[config.mk]
export PLATFORM = sky130hd
export DESIGN_NAME = j1_dbus_uart
export DESIGN_NICKNAME = d
export VERILOG_FILES = /design/src/rtl/j1_dbus_uart.sv
export SDC_FILE = /design/constraint.sdc
export NUM_CORES = 1
export LEC_CHECK = 0
export ABC_AREA = 0
export BUFFER_PORTS_ARGS = -buffer_cell sky130_fd_sc_hd__buf_2
export CAP_MARGIN = 25
export CORE_UTILIZATION = 60
export CTS_BUF_LIST = sky130_fd_sc_hd__clkbuf_8
export CTS_CLUSTER_DIAMETER = 100
export DETAILED_ROUTE_END_ITERATION = 8
export PLACE_DENSITY = 0.78
export SLEW_MARGIN = 15
export SYNTH_ARGS = -nofsm -noshare
export SYNTH_HDL_FRONTEND = slang
export SYNTH_SLANG_ARGS = --single-unit
[constraint.sdc]
create_clock -name clk -period 5 [get_ports clk]
set_input_delay 0.75 -clock clk [delete_from_list [all_inputs] [get_ports clk]]
set_output_delay 0.75 -clock clk [all_outputs]
set_load 0.01 [all_outputs]
[src/rtl/j1_dbus_uart.sv]
// rtl/j1_dbus_uart.sv - J1 data-bus UART responder with TX FIFO and RX holding register
module j1_dbus_uart #(
  parameter logic [15:0] BASE        = 16'h7FFC,
  parameter int          TX_DEPTH    = 16,
  parameter logic [15:0] DEFAULT_DIV = 16'd433
) (
  input  logic        clk,
  input  logic        reset_n,
  input  logic [15:0] dbus_adr,
  input  logic        dbus_re,
  input  logic        dbus_we,
  input  logic [15:0] dbus_dat_o,
  output logic [15:0] dbus_dat_i,
  input  logic        uart_rxd,
  output logic        uart_txd,
  output logic        irq
);
  localparam int AW = $clog2(TX_DEPTH);
  localparam logic [AW:0] FULL_CNT = (AW+1)'(TX_DEPTH);

  typedef enum logic [1:0] {TX_IDLE, TX_START, TX_DATA, TX_STOP} tx_state_e;
  typedef enum logic [2:0] {RX_IDLE, RX_START, RX_DATA, RX_STOP, RX_BREAK} rx_state_e;

  logic        hit, wr_en, rd_en, wr_data, wr_stat, wr_div, wr_ien, rd_data;
  logic [1:0]  sel;
  logic [7:0]  fifo_q [TX_DEPTH];
  logic [AW:0] wptr_q, rptr_q, fifo_cnt;
  logic        fifo_full, fifo_empty, push, tx_pop, tx_empty;

  tx_state_e   tx_state_q, tx_state_d;
  logic [15:0] tx_cnt_q, tx_cnt_d, tx_div_q, tx_div_d;
  logic [2:0]  tx_bit_q, tx_bit_d;
  logic [7:0]  tx_shift_q, tx_shift_d;
  logic        txd_q, txd_d;

  rx_state_e   rx_state_q, rx_state_d;
  logic [1:0]  rx_sync_q;
  logic        rxd_s, rx_done, rx_ferr;
  logic [15:0] rx_cnt_q, rx_cnt_d, rx_div_q, rx_div_d, rx_half;
  logic [16:0] rx_div_p1;
  logic [2:0]  rx_bit_q, rx_bit_d;
  logic [7:0]  rx_shift_q, rx_shift_d;

  logic [15:0] div_q, div_d, dat_q, dat_d, status, rd_mux;
  logic [1:0]  ien_q, ien_d;
  logic [7:0]  rx_byte_q, rx_byte_d;
  logic        rx_valid_q, rx_valid_d, rx_ovr_q, rx_ovr_d, tx_ovf_q, tx_ovf_d;
  logic        frame_err_q, frame_err_d, irq_q, irq_d;

  assign hit     = dbus_adr[15:2] == BASE[15:2];
  assign sel     = dbus_adr[1:0];
  assign wr_en   = dbus_we & hit;
  assign rd_en   = dbus_re & hit & ~dbus_we;
  assign wr_data = wr_en && sel == 2'd0;
  assign wr_stat = wr_en && sel == 2'd1;
  assign wr_div  = wr_en && sel == 2'd2;
  assign wr_ien  = wr_en && sel == 2'd3;
  assign rd_data = rd_en && sel == 2'd0;

  assign fifo_cnt   = wptr_q - rptr_q;
  assign fifo_full  = fifo_cnt == FULL_CNT;
  assign fifo_empty = wptr_q == rptr_q;
  assign push       = wr_data & ~fifo_full;
  assign tx_empty   = fifo_empty && tx_state_q == TX_IDLE;

  always_ff @(posedge clk) begin
    if (push) fifo_q[wptr_q[AW-1:0]] <= dbus_dat_o[7:0];
  end

  always_comb begin
    tx_state_d = tx_state_q;
    tx_cnt_d   = tx_cnt_q + 16'd1;
    tx_div_d   = tx_div_q;
    tx_bit_d   = tx_bit_q;
    tx_shift_d = tx_shift_q;
    txd_d      = txd_q;
    tx_pop     = 1'b0;
    unique case (tx_state_q)
      TX_IDLE: begin
        tx_cnt_d = '0;
        tx_pop   = ~fifo_empty;
      end
      TX_START: if (tx_cnt_q == tx_div_q) begin
        tx_cnt_d   = '0;
        tx_state_d = TX_DATA;
        tx_bit_d   = '0;
        txd_d      = tx_shift_q[0];
        tx_shift_d = tx_shift_q >> 1;
      end
      TX_DATA: if (tx_cnt_q == tx_div_q) begin
        tx_cnt_d = '0;
        if (tx_bit_q == 3'd7) begin
          tx_state_d = TX_STOP;
          txd_d      = 1'b1;
        end else begin
          tx_bit_d   = tx_bit_q + 3'd1;
          txd_d      = tx_shift_q[0];
          tx_shift_d = tx_shift_q >> 1;
        end
      end
      TX_STOP: if (tx_cnt_q == tx_div_q) begin
        tx_cnt_d = '0;
        if (fifo_empty) tx_state_d = TX_IDLE;
        else            tx_pop     = 1'b1;
      end
    endcase
    // Popping always starts a new frame, from IDLE or straight out of STOP.
    if (tx_pop) begin
      tx_state_d = TX_START;
      tx_shift_d = fifo_q[rptr_q[AW-1:0]];
      tx_div_d   = div_q;
      tx_cnt_d   = '0;
      txd_d      = 1'b0;
    end
  end

  assign rxd_s     = rx_sync_q[1];
  assign rx_div_p1 = {1'b0, rx_div_q} + 17'd1;
  assign rx_half   = rx_div_p1[16:1];

  always_comb begin
    rx_state_d = rx_state_q;
    rx_cnt_d   = rx_cnt_q + 16'd1;
    rx_div_d   = rx_div_q;
    rx_bit_d   = rx_bit_q;
    rx_shift_d = rx_shift_q;
    rx_done    = 1'b0;
    rx_ferr    = 1'b0;
    case (rx_state_q)
      RX_IDLE: begin
        // The detecting cycle already sees the line low, so it counts as cycle 1.
        rx_cnt_d = 16'd1;
        if (!rxd_s) begin
          rx_state_d = RX_START;
          rx_div_d   = div_q;
        end
      end
      RX_START: if (rx_cnt_q == rx_half) begin
        rx_cnt_d   = '0;
        rx_bit_d   = '0;
        rx_state_d = rxd_s ? RX_IDLE : RX_DATA;
      end
      RX_DATA: if (rx_cnt_q == rx_div_q) begin
        rx_cnt_d   = '0;
        rx_shift_d = {rxd_s, rx_shift_q[7:1]};
        if (rx_bit_q == 3'd7) rx_state_d = RX_STOP;
        else                  rx_bit_d   = rx_bit_q + 3'd1;
      end
      RX_STOP: if (rx_cnt_q == rx_div_q) begin
        rx_cnt_d   = '0;
        rx_done    = rxd_s;
        rx_ferr    = ~rxd_s;
        rx_state_d = rxd_s ? RX_IDLE : RX_BREAK;
      end
      RX_BREAK: if (rxd_s) rx_state_d = RX_IDLE;
      default: rx_state_d = RX_IDLE;
    endcase
  end

  assign status = {10'h0, frame_err_q, tx_ovf_q, rx_ovr_q, tx_empty, fifo_full, rx_valid_q};

  always_comb begin
    unique case (sel)
      2'd0: rd_mux = {8'h0, rx_byte_q};
      2'd1: rd_mux = status;
      2'd2: rd_mux = div_q;
      2'd3: rd_mux = {14'h0, ien_q};
    endcase
    div_d       = wr_div ? ((dbus_dat_o < 16'd3) ? 16'd3 : dbus_dat_o) : div_q;
    ien_d       = wr_ien ? dbus_dat_o[1:0] : ien_q;
    tx_ovf_d    = (tx_ovf_q & ~(wr_stat & dbus_dat_o[4])) | (wr_data & fifo_full);
    rx_ovr_d    = (rx_ovr_q & ~(wr_stat & dbus_dat_o[3])) | (rx_done & rx_valid_q & ~rd_data);
    frame_err_d = (frame_err_q & ~(wr_stat & dbus_dat_o[5])) | rx_ferr;
    rx_valid_d  = rx_done | (rx_valid_q & ~rd_data);
    rx_byte_d   = rx_done ? rx_shift_q : rx_byte_q;
    irq_d       = (rx_valid_q & ien_q[0]) | (tx_empty & ien_q[1]);
    dat_d       = dat_q;
    if (dbus_re) dat_d = rd_en ? rd_mux : 16'h0;
  end

  always_ff @(posedge clk or negedge reset_n) begin
    if (!reset_n) begin
      wptr_q <= '0;  rptr_q <= '0;
      tx_state_q <= TX_IDLE;  tx_cnt_q <= '0;  tx_div_q <= '0;
      tx_bit_q <= '0;  tx_shift_q <= '0;  txd_q <= 1'b1;
      rx_state_q <= RX_IDLE;  rx_sync_q <= 2'b11;  rx_cnt_q <= '0;
      rx_div_q <= '0;  rx_bit_q <= '0;  rx_shift_q <= '0;
      div_q <= DEFAULT_DIV;  ien_q <= '0;  dat_q <= '0;  rx_byte_q <= '0;
      rx_valid_q <= 1'b0;  rx_ovr_q <= 1'b0;  tx_ovf_q <= 1'b0;
      frame_err_q <= 1'b0;  irq_q <= 1'b0;
    end else begin
      if (push)   wptr_q <= wptr_q + 1'b1;
      if (tx_pop) rptr_q <= rptr_q + 1'b1;
      tx_state_q <= tx_state_d;  tx_cnt_q <= tx_cnt_d;  tx_div_q <= tx_div_d;
      tx_bit_q <= tx_bit_d;  tx_shift_q <= tx_shift_d;  txd_q <= txd_d;
      rx_state_q <= rx_state_d;  rx_sync_q <= {rx_sync_q[0], uart_rxd};
      rx_cnt_q <= rx_cnt_d;  rx_div_q <= rx_div_d;
      rx_bit_q <= rx_bit_d;  rx_shift_q <= rx_shift_d;
      div_q <= div_d;  ien_q <= ien_d;  dat_q <= dat_d;  rx_byte_q <= rx_byte_d;
      rx_valid_q <= rx_valid_d;  rx_ovr_q <= rx_ovr_d;  tx_ovf_q <= tx_ovf_d;
      frame_err_q <= frame_err_d;  irq_q <= irq_d;
    end
  end

  assign uart_txd   = txd_q;
  assign irq        = irq_q;
  assign dbus_dat_i = dat_q;
endmodule

==> results of run 1 <==
==> cell type report <==
class,count,area [um2]
inverters,40,150
fillers,1407,6440
repair buffers,66,370
flip-flops and latches,279,7630
well taps,270,338
clock inverters,28,139
clock buffers,52,716
multi-input cells,549,4640
==> cells in the mapped netlist (all sizes together) (3+ instances only) <==
master,instances
nor2,70
a21o,4
buf,18
nor2b,6
edfxtp,128
nand2b,5
nand4,20
nand2,63
nand3,19
o22ai,11
a31oi,4
and4,4
nand3b,3
and3,7
mux4,43
ha,21
clkbuf,26
dfrtp,143
inv,40
dfstp,8
nor4,15
xnor2,53
o21ai,29
a311oi,3
a21oi,13
nor3,15
mux2,62
mux2i,13
xor2,37
==> sequential cells by signal, indices dropped and copies added (netlist names), 5 cells and up <==
register / flops
tx_shift_q: 8
rx_cnt_q: 16
rx_div_q: 16
tx_div_q: 16
dbus_dat_i: 16
fifo_q: 128
tx_cnt_q: 16
rptr_q: 5
rx_byte_q: 8
wptr_q: 5
div_q: 16
rx_shift_q: 8
==> how the worst max path moves through the flow <==
stage                       from            to  slack [ps]  depth (start not counted)
floorplan              rptr_q[1]  fifo_q[3][0]        1350                         11
global placement    dbus_adr[15]  fifo_q[2][6]        1830                          8
detailed placement     rptr_q[2]  fifo_q[2][4]        1670                          9
CTS                    rptr_q[2]  fifo_q[2][4]        1600                          9
global route           rptr_q[2]  fifo_q[2][4]        1320                          9
finish                 rptr_q[2]  fifo_q[2][4]        1530                          9
==> power by group <==
part	leakage, nW	internal [W]	switching [W]
Clock	0.501	0.000955	0.000889
Combinational	2.12	0.000720	0.000804
Sequential	3.17	0.00254	0.000131
==> through the flow <==
step	setup slack, ps	hold WS (ps)	instance area (um2)	cells
floorplan	1350	345	12600	912
global placement	1830	347	13100	1203
detailed placement	1670	348	13100	1203
CTS	1600	236	14000	1283
global route	1320	273	14000	1284
finish	1530	225	14000	1284
==> critical path: cells and delay by family (launching register included) <==
kind	cells	cell delay, ps
and+or+nand+nor	4	1330
AOI/OAI and AO/OA	2	410
DFF	1	680
adders and majority gates	1	350
buffers and inverters	2	320
==> logic make-up after synthesis <==
kind of cell    Yosys count  synth area share (%)
buf+inv                  84                  2.73
simple gates            237                  9.73
mux                     118                  14.3
xor+xnor                 90                  6.25
compound gates           83                  4.38
flops                   279                  60.6
fa+ha+maj                21                  2.08
==> routing by layer <==
layer	up-vias	part of all wire, %	track usage [%]
met5	-	0	0
met4	0	2.2	8.61
met3	49	7.3	4.69
met2	291	47	38.9
met1	3779	44	37.3
li1	3464	-	-
==> impl_metrics.env, run 1 <==
export IMPL_startpoint_type="register"
export IMPL_drtPass1Iterations=5
export IMPL_rsz0062_at_grt="no"
export IMPL_synth_warnings=0
export IMPL_row_count=52
export IMPL_numPortBuffers=54
export IMPL_die_w_um=147
export IMPL_slowest_delay_ps=810
export IMPL_tritoncts="built"
export IMPL_via_per_inst=5.91
export IMPL_outcome="completed"
export IMPL_drc=0
export IMPL_postCtsHoldBufs=0
export IMPL_first_global_vias=7597
export IMPL_wirelength_mm=26.1
export IMPL_r2r_cells=9
export IMPL_cap_viol_max_count=0
export IMPL_synth_top_area_share_pct=30.5
export IMPL_drv_slew=0
export IMPL_hp_class="in -> async"
export IMPL_r2r_start="rptr_q[2]"
export IMPL_drt_iter0_drc=502
export IMPL_yosysTopAreaCell="edfxtp_1"
export IMPL_required_ps=5180
export IMPL_total_power_w=0.00604
export IMPL_hpwl_mm=17.6
export IMPL_final_cell_mix="dfrtp_1, edfxtp_1, nor2_1, nand2_1, mux2_2"
export IMPL_gr_total_overflow=0
export IMPL_vias=7583
export IMPL_slew_headroom_pct=30.3
export IMPL_antenna_found_initial=1
export IMPL_die_h_um=147
export IMPL_cp_end_kind="register"
export IMPL_finalSetupTns_ps=0
export IMPL_max_slew_worst_pin_slew_ps=1040
export IMPL_critPathMaxFanout=12
export IMPL_cts_buffer_depth=3
export IMPL_ys_flop_type="dfrtp_1"
export IMPL_clock_skew_ps=32.7
export IMPL_ios=55
export IMPL_fp_coreArea_um2=20400
export IMPL_grt_total_usage_pct=25.5
export IMPL_insertion_delay_ps=570
export IMPL_async_reset_ff_share_pct=54.1
export IMPL_wl_per_cell_um=20.3
export IMPL_leakage_nw=5.80
export IMPL_gp_congestion=0.855
export IMPL_ir_drop_v=0.000376
export IMPL_grt_max_degree=80
export IMPL_crit_slowest_cell="nor3_1"
export IMPL_clkSinkCount=279
export IMPL_power_density_nw_per_um2=432
export IMPL_max_freq_mhz=288
export IMPL_final_antenna_net_count=0
export IMPL_syn_area_um2=12600
export IMPL_area_growth_pct=11.0
export IMPL_post_route_period_util_pct=69.4
export IMPL_dieArea_um2=21600
export IMPL_path_cells="inv_1 -> ha_1 -> a21oi_1 -> nand3b_1 -> a31oi_1 -> nor4_2 -> buf_4 -> nand2_1 -> nor3_1"
export IMPL_cts_max_level=2
export IMPL_syn_inst=912
export IMPL_antenna_cells=0
export IMPL_clk_pin_slew_ps=60
export IMPL_drive_gt1_share_pct=26.1
export IMPL_ctsResizeCount=0
export IMPL_final_common_cell="dfrtp_1"
export IMPL_rr_endpoint="fifo_q[2][4]"
export IMPL_numCtsBuffers=43
export IMPL_reg2reg_slack_ps=1530
export IMPL_fin_util_pct=68.5
export IMPL_crit_type="reg -> reg"
export IMPL_synth_seq_area_share_pct=60.6
export IMPL_arrival_ps=3650
export IMPL_ys_ff_latch=279
export IMPL_grt_pass1_wl_mm=41.9
export IMPL_synth_nets=970
export IMPL_initial_core_util_pct=61.7
export IMPL_synth_cell_type_count=65
export IMPL_clock_root_buffer="clkbuf_8"
export IMPL_post_cts_buffers=0
export IMPL_final_nets=1037
export IMPL_synth_area_leaders="edfxtp_1, dfrtp_1, mux4_2"
export IMPL_setup_viol=0
export IMPL_syn_area_per_cell_um2=13.8
export IMPL_hold_violations=0
export IMPL_final_min_clock_period_ps=3470
export IMPL_synth_edf_count=128
Power figures use the tool's default switching activity.
==> run 2: changes to the inputs <==
--- a/config.mk
+++ b/config.mk
@@ -8,11 +8,11 @@
 export ABC_AREA = 0
 export BUFFER_PORTS_ARGS = -buffer_cell sky130_fd_sc_hd__buf_2
 export CAP_MARGIN = 25
-export CORE_UTILIZATION = 60
+export CORE_UTILIZATION = 58
 export CTS_BUF_LIST = sky130_fd_sc_hd__clkbuf_8
 export CTS_CLUSTER_DIAMETER = 100
 export DETAILED_ROUTE_END_ITERATION = 8
-export PLACE_DENSITY = 0.78
+export PLACE_DENSITY = 0.79
 export SLEW_MARGIN = 15
 export SYNTH_ARGS = -nofsm -noshare
 export SYNTH_HDL_FRONTEND = slang
==> constraint.sdc (replaced) <==
create_clock -name clk -period 2.8 [get_ports clk]
set_input_delay 0.42 -clock clk [delete_from_list [all_inputs] [get_ports clk]]
set_output_delay 0.42 -clock clk [all_outputs]
set_load 0.01 [all_outputs]
==> run 2 against run 1 <==
Register-to-register slack got worse by 1500 ps. Power increased by 87%. First-iteration DRC count rose by 5.6%. Routed wire length up 0.99%. Cell count is 2.8% higher. Worst hold slack worse by 120 ps.
==> impl_metrics.env, run 2 (synthesized netlist as in run 1, its figures left out) <==
export IMPL_outcome="completed"
export IMPL_clkSinkCount=279
export IMPL_post_route_period_util_pct=98.5
export IMPL_numPortBuffers=54
export IMPL_antenna_found_initial=0
export IMPL_min_to="div_q[15]"
export IMPL_ir_drop_v=0.000927
export IMPL_hpwl_mm=17.7
export IMPL_slew_headroom_pct=44.5
export IMPL_area_growth_pct=15.7
export IMPL_crit_type="reg -> reg"
export IMPL_drc=0
export IMPL_largest_reg_flops=128
export IMPL_clock_root_buffer="clkbuf_8"
export IMPL_required_ps=3070
export IMPL_final_min_clock_period_ps=2760
export IMPL_rsz0062_at_grt="yes"
export IMPL_grt_total_usage_pct=24.6
export IMPL_final_cell_count_no_fill=1320
export IMPL_r2r_cells=12
export IMPL_finalSetupTns_ps=0
export IMPL_gp_congestion=0.832
export IMPL_initial_core_util_pct=59.6
export IMPL_vias=7733
export IMPL_startpoint_type="register"
export IMPL_rr_endpoint="fifo_q[2][0]"
export IMPL_max_slew_worst_pin_slew_ps=833
export IMPL_dieArea_um2=22300
export IMPL_insertion_delay_ps=570
export IMPL_fin_ws_ps=42.3
export IMPL_drtPass1Iterations=5
export IMPL_cts_max_level=2
export IMPL_ios=55
export IMPL_cts_buffer_depth=3
export IMPL_max_freq_mhz=363
export IMPL_final_cell_mix="dfrtp_1, edfxtp_1, mux2_2, nand2_1, nor2_1"
export IMPL_reg2reg_slack_ps=40
export IMPL_critPathMaxFanout=7
export IMPL_clk_pin_slew_ps=60
export IMPL_drive_gt1_share_pct=30.0
export IMPL_grt_max_degree=80
export IMPL_fillers=1388
export IMPL_row_count=53
export IMPL_arrival_ps=3030
export IMPL_crit_top_cell="inv_1"
export IMPL_placed_cell_area_um2=13400
export IMPL_hold_violations=0
export IMPL_multiInputGateArea_um2=4810
export IMPL_drt_iter0_drc=530
export IMPL_crit_buf_inv=4
export IMPL_first_global_vias=7713
export IMPL_leakage_nw=6.03
export IMPL_path_cells="inv_1 -> ha_1 -> inv_1 -> a21o_1 -> a21oi_2 -> nand3b_1 -> a31oi_4 -> nor4_4 -> buf_6 -> nand2_2 -> nor3_4 -> buf_12"
export IMPL_final_antenna_net_count=0
export IMPL_r2r_start="wptr_q[0]"
export IMPL_fin_util_pct=68.9
export IMPL_cp_top_family="simple AND/OR/NAND/NOR gates"
export IMPL_via_per_inst=5.86
export IMPL_dp_cells=1222
export IMPL_clock_skew_ps=44.3
export IMPL_post_place_ws_ps=-149
export IMPL_antenna_cells=0
export IMPL_cp_end_kind="register"
export IMPL_hp_class="in -> reg"
export IMPL_whs_path_depth=2
export IMPL_slowest_delay_ps=430
export IMPL_cap_viol_max_count=0
export IMPL_wl_per_cell_um=20.0
export IMPL_power_density_nw_per_um2=775
export IMPL_crit_slowest_cell="dfrtp_1"
export IMPL_numCtsBuffers=46
export IMPL_drv_slew=0
export IMPL_min_from="dbus_dat_o[15]"
export IMPL_tritoncts="built"
export IMPL_die_w_um=149
export IMPL_gr_total_overflow=0
export IMPL_final_common_cell="dfrtp_1"
export IMPL_setup_viol=0
export IMPL_final_nets=1065
export IMPL_wirelength_mm=26.4
export IMPL_layout_area_seq_um2=7630
export IMPL_die_h_um=149
export IMPL_grt_pass1_wl_mm=41.8
export IMPL_fp_coreArea_um2=21200
export IMPL_fin_area_um2=14600
## run 2: cell count changes in the layout (fill, tap and decap cells not counted), sizes merged
| cell | previous run | this run |
|---|---|---|
| clkinv | 12 | 8 |
| buf | 66 | 89 |
| dlygate4sd3 | 0 | 2 |
| clkinvlp | 1 | 0 |
| clkbuf | 52 | 56 |
| bufinv | 0 | 1 |
| inv | 55 | 61 |
## run 2: metrics by stage
step	power [W]	hold WS, ps
after global routing	0.0118	88.0
after floorplan	0.00696	124
after CTS	0.0113	79.9
after global placement	0.00767	346
after detailed placement	0.00775	347
final	0.0113	102
## run 2: layout make-up
cell class,count,share of cell area [%]
Sequential cell,279,52.4
Inverter,40,1.05
Clock buffer,56,5.29
Multi-Input combinational cell,549,33.0
Tap cell,275,2.36
Timing Repair Buffer,91,4.63
Clock inverter,30,1.30
## run 2: worst max path at each step
stage	start	endpoint	slack [ps]	cells after the start
after global routing	wptr_q[0]	fifo_q[2][0]	-90	12
final	wptr_q[0]	fifo_q[2][0]	40	12
after floorplan	rptr_q[1]	fifo_q[3][0]	-80	11
after detailed placement	wptr_q[0]	fifo_q[0][1]	-150	10
after global placement	wptr_q[0]	fifo_q[14][4]	-9	10
after CTS	rx_div_q[1]	rx_state_q[0]	7	9
## run 2: layer usage
layer / global-route usage (%) / part of all wire, % / up-vias
li1: - / - / 3523
met1: 35.9 / 43 / 3853
met2: 37.1 / 46 / 300
met3: 4.62 / 7.5 / 57
met4: 8.72 / 2.8 / 0
met5: 0 / 0 / -
## run 2: repair_timing
action                     4_1_cts  5_1_grt
pin swaps                        5        7
hold endpoints to repair        69        0
hold buffers                     2        0
gates resized for setup          1        6
buffers inserted                 4        6
setup endpoints to repair       69      146
## run 2: power breakdown
part | internal (W) | total [W] | switching [W]
sequential | 0.00453 | 0.00475 | 0.000216
clock | 0.00194 | 0.00357 | 0.00163
combinational | 0.00144 | 0.00298 | 0.00154
==> run 3: changes to the inputs <==
--- a/config.mk
+++ b/config.mk
@@ -5,7 +5,7 @@
 export SDC_FILE = /design/constraint.sdc
 export NUM_CORES = 1
 export LEC_CHECK = 0
-export ABC_AREA = 0
+export ABC_AREA = 1
 export BUFFER_PORTS_ARGS = -buffer_cell sky130_fd_sc_hd__buf_2
 export CAP_MARGIN = 25
 export CORE_UTILIZATION = 58
==> constraint.sdc (replaced) <==
create_clock -name clk -period 2.26 [get_ports clk]
set_input_delay 0.339 -clock clk [delete_from_list [all_inputs] [get_ports clk]]
set_output_delay 0.339 -clock clk [all_outputs]
set_load 0.01 [all_outputs]
==> run 3 against run 2 <==
The flow now finishes with violations (design-rule violations, negative setup slack). Power decreased by 12%. Via count increased by 29%. Register-to-register slack got worse by 50 ps.
==> impl_metrics.env, run 3 <==
export IMPL_first_global_vias=9960
export IMPL_arrival_ps=2520
export IMPL_drt_iter0_drc=845
export IMPL_drc=2
export IMPL_drive_gt1_share_pct=16.0
export IMPL_ys_flop_type="dfrtp_1"
export IMPL_synth_top_area_share_pct=29.5
export IMPL_gp_congestion=0.901
export IMPL_synth_area_leaders="edfxtp_1, dfrtp_1, nand2_1"
export IMPL_hp_class="in -> reg"
export IMPL_wl_met3_mm=2.40
export IMPL_ys_ff_latch=279
export IMPL_yosysTopAreaCell="edfxtp_1"
export IMPL_seq_power_share_pct=54.1
export IMPL_via_per_inst=5.61
export IMPL_required_ps=2520
export IMPL_max_slew_worst_pin_slew_ps=740
export IMPL_final_antenna_net_count=0
export IMPL_holdWs_ps=41.7
export IMPL_numCtsBuffers=45
export IMPL_row_count=54
export IMPL_synth_top_family_by_area="simple AND/OR/NAND/NOR gates"
export IMPL_syn_inst=1357
export IMPL_wirelength_mm=31.5
export IMPL_dp_cells=1684
export IMPL_vias=10000
export IMPL_post_place_ws_ps=-27.1
export IMPL_clkSinkCount=279
export IMPL_antenna_cells=0
export IMPL_startpoint_type="register"
export IMPL_synth_nets=1415
export IMPL_insertion_delay_ps=580
export IMPL_synth_seq_area_share_pct=58.5
export IMPL_power_density_nw_per_um2=657
export IMPL_ios=55
export IMPL_synth_xor_area_share_pct=4.64
export IMPL_synth_fa_ha_area_share_pct=2.02
export IMPL_antenna_found_initial=1
export IMPL_rsz0062_at_grt="yes"
export IMPL_synthMuxAreaShare_pct=0.0864
export IMPL_hold_violations=0
export IMPL_grt_max_degree=66
export IMPL_max_freq_mhz=441
export IMPL_gr_total_overflow=0
export IMPL_comb_power_share_pct=3.5
export IMPL_clock_root_buffer="clkbuf_8"
export IMPL_synth_warnings=0
export IMPL_multiInputGateArea_um2=4920
export IMPL_outcome="finished with violations"
export IMPL_critPathMaxFanout=8
export IMPL_final_nets=1526
export IMPL_tritoncts="built"
export IMPL_dieArea_um2=23100
export IMPL_synth_most_common_cell="nand2_1"
export IMPL_clock_skew_ps=32.1
export IMPL_power_internal_w=0.00768
export IMPL_final_cell_count_no_fill=1784
export IMPL_hpwl_mm=20.9
export IMPL_layout_area_seq_um2=7640
export IMPL_wl_met2_mm=15.1
export IMPL_area_growth_pct=16.3
export IMPL_final_cell_mix="nand2_1, o21ai_0, nor2_1, dfrtp_1"
export IMPL_numPortBuffers=54
export IMPL_violations="design-rule violations, negative setup slack"
export IMPL_grt_pass1_wl_mm=50.7
export IMPL_total_power_w=0.00997
export IMPL_drv_slew=0
export IMPL_setup_viol=11
export IMPL_post_route_period_util_pct=100
export IMPL_grt_total_usage_pct=27.8
export IMPL_final_min_clock_period_ps=2270
export IMPL_cp_end_kind="register"
export IMPL_syn_area_um2=13000
export IMPL_ir_drop_v=0.000443
export IMPL_top_layer="met5"
export IMPL_die_h_um=152
export IMPL_synth_simple_area_share_pct=17.8
export IMPL_syn_area_per_cell_um2=9.61
export IMPL_synth_edf_count=128
export IMPL_crit_type="reg -> reg"
export IMPL_synth_cell_type_count=52
export IMPL_final_common_cell="nand2_1"
export IMPL_cap_viol_max_count=0
export IMPL_fillers=1534
export IMPL_clk_pin_slew_ps=60
export IMPL_met1_length_mm=12.9
export IMPL_initial_core_util_pct=59.4
export IMPL_slew_headroom_pct=50.3
export IMPL_wl_per_cell_um=17.7
export IMPL_die_w_um=152
export IMPL_leakage_nw=6.68
export IMPL_switching_share_pct=22.9
export IMPL_cts_buffer_depth=3
export IMPL_largest_reg_flops=128
export IMPL_p_clk_share_pct=42.4
export IMPL_netSwitchingPower_w=0.00229
export IMPL_fp_coreArea_um2=22000
export IMPL_synth_compound_area_share_pct=11.3
export IMPL_async_reset_ff_share_pct=54.1
export IMPL_drtPass1Iterations=7
export IMPL_cts_max_level=2
export IMPL_synth_commonest_cells="nand2_1, nor2_1, o21ai_0"
export IMPL_fin_ws_ps=-7.54
run 3: power groups by stage:
stage	clock [W]	combinational, W	sequential, W
6_report	0.00423	0.000350	0.00539
5_1_grt	0.00450	0.000393	0.00539
4_1_cts	0.00429	0.000353	0.00539
3_5_place_dp	0	0.000336	0.00548
3_3_place_gp	0	0.000332	0.00548
2_1_floorplan	0	0.000146	0.00547
run 3: final cells by class:
cell class	count	area share (%)
Clock buffer	51	4.63
Clock inverter	32	1.20
Inverter	124	3.11
Multi-Input combinational cell	901	32.4
Sequential cell	279	50.4
Tap cell	280	2.31
Timing Repair Buffer	117	5.93
run 3: path summary, 6_finish.rpt:
check / start / slack (ps) / cells after the start / endpoint
hold reg to reg: rx_sync_q[0] / 360 / 0 / rx_sync_q[1]
setup reg to reg: wptr_q[1] / -8 / 11 / fifo_q[7][0]
min in group asynchronous: reset_n / 300 / 2 / tx_shift_q[3]
max in group asynchronous: reset_n / 1200 / 3 / rx_sync_q[0]
setup / recovery: wptr_q[1] / -8 / 11 / fifo_q[7][0]
hold / removal: dbus_dat_o[9] / 40 / 3 / div_q[9]
run 3: kinds of logic (layout without fill, tap and decap cells):
kind of cell	Yosys count	in the layout
xor+xnor	69	69
simple gates	550	551
compound gates	259	259
buf+inv	178	324
flops	279	279
mux	1	1
fa+ha+maj	21	21
run 3: critical path, cell delays in order (launching register included):
cell and delay, ps:
dfrtp_1 410, ha_4 280, inv_2 40, o21bai_4 160
a21oi_4 90, nor2_1 110, o21ai_1 80, nand3_1 140
nand2_2 120, nor2_4 180, nand2_4 90, nor2_4 250
run 3: metrics by stage:
stage	TNS, ps	cell area (um2)	utilization [%]
final	-59.6	15200	69.0
after global routing	-9460	15200	69.0
after floorplan	-13720	13200	-
after global placement	0	14000	63.8
after detailed placement	-953	14000	63.8
after CTS	0	15000	68.4
run 3: repair_timing:
item	4_1_cts	5_1_grt
hold buffers	8	0
endpoints found under the hold margin	51	0
buffers inserted	3	5
resized for setup	3	21
gates cloned	0	2
pin swaps	6	13
setup endpoints to repair	114	157
run 3: metal layers:
| metal | GRT usage, % | vias up |
|---|---|---|
| met5 | 0 | - |
| met4 | 11.0 | 2 |
| met3 | 5.33 | 68 |
| met2 | 46.0 | 396 |
| met1 | 36.4 | 4722 |
| li1 | - | 4821 |
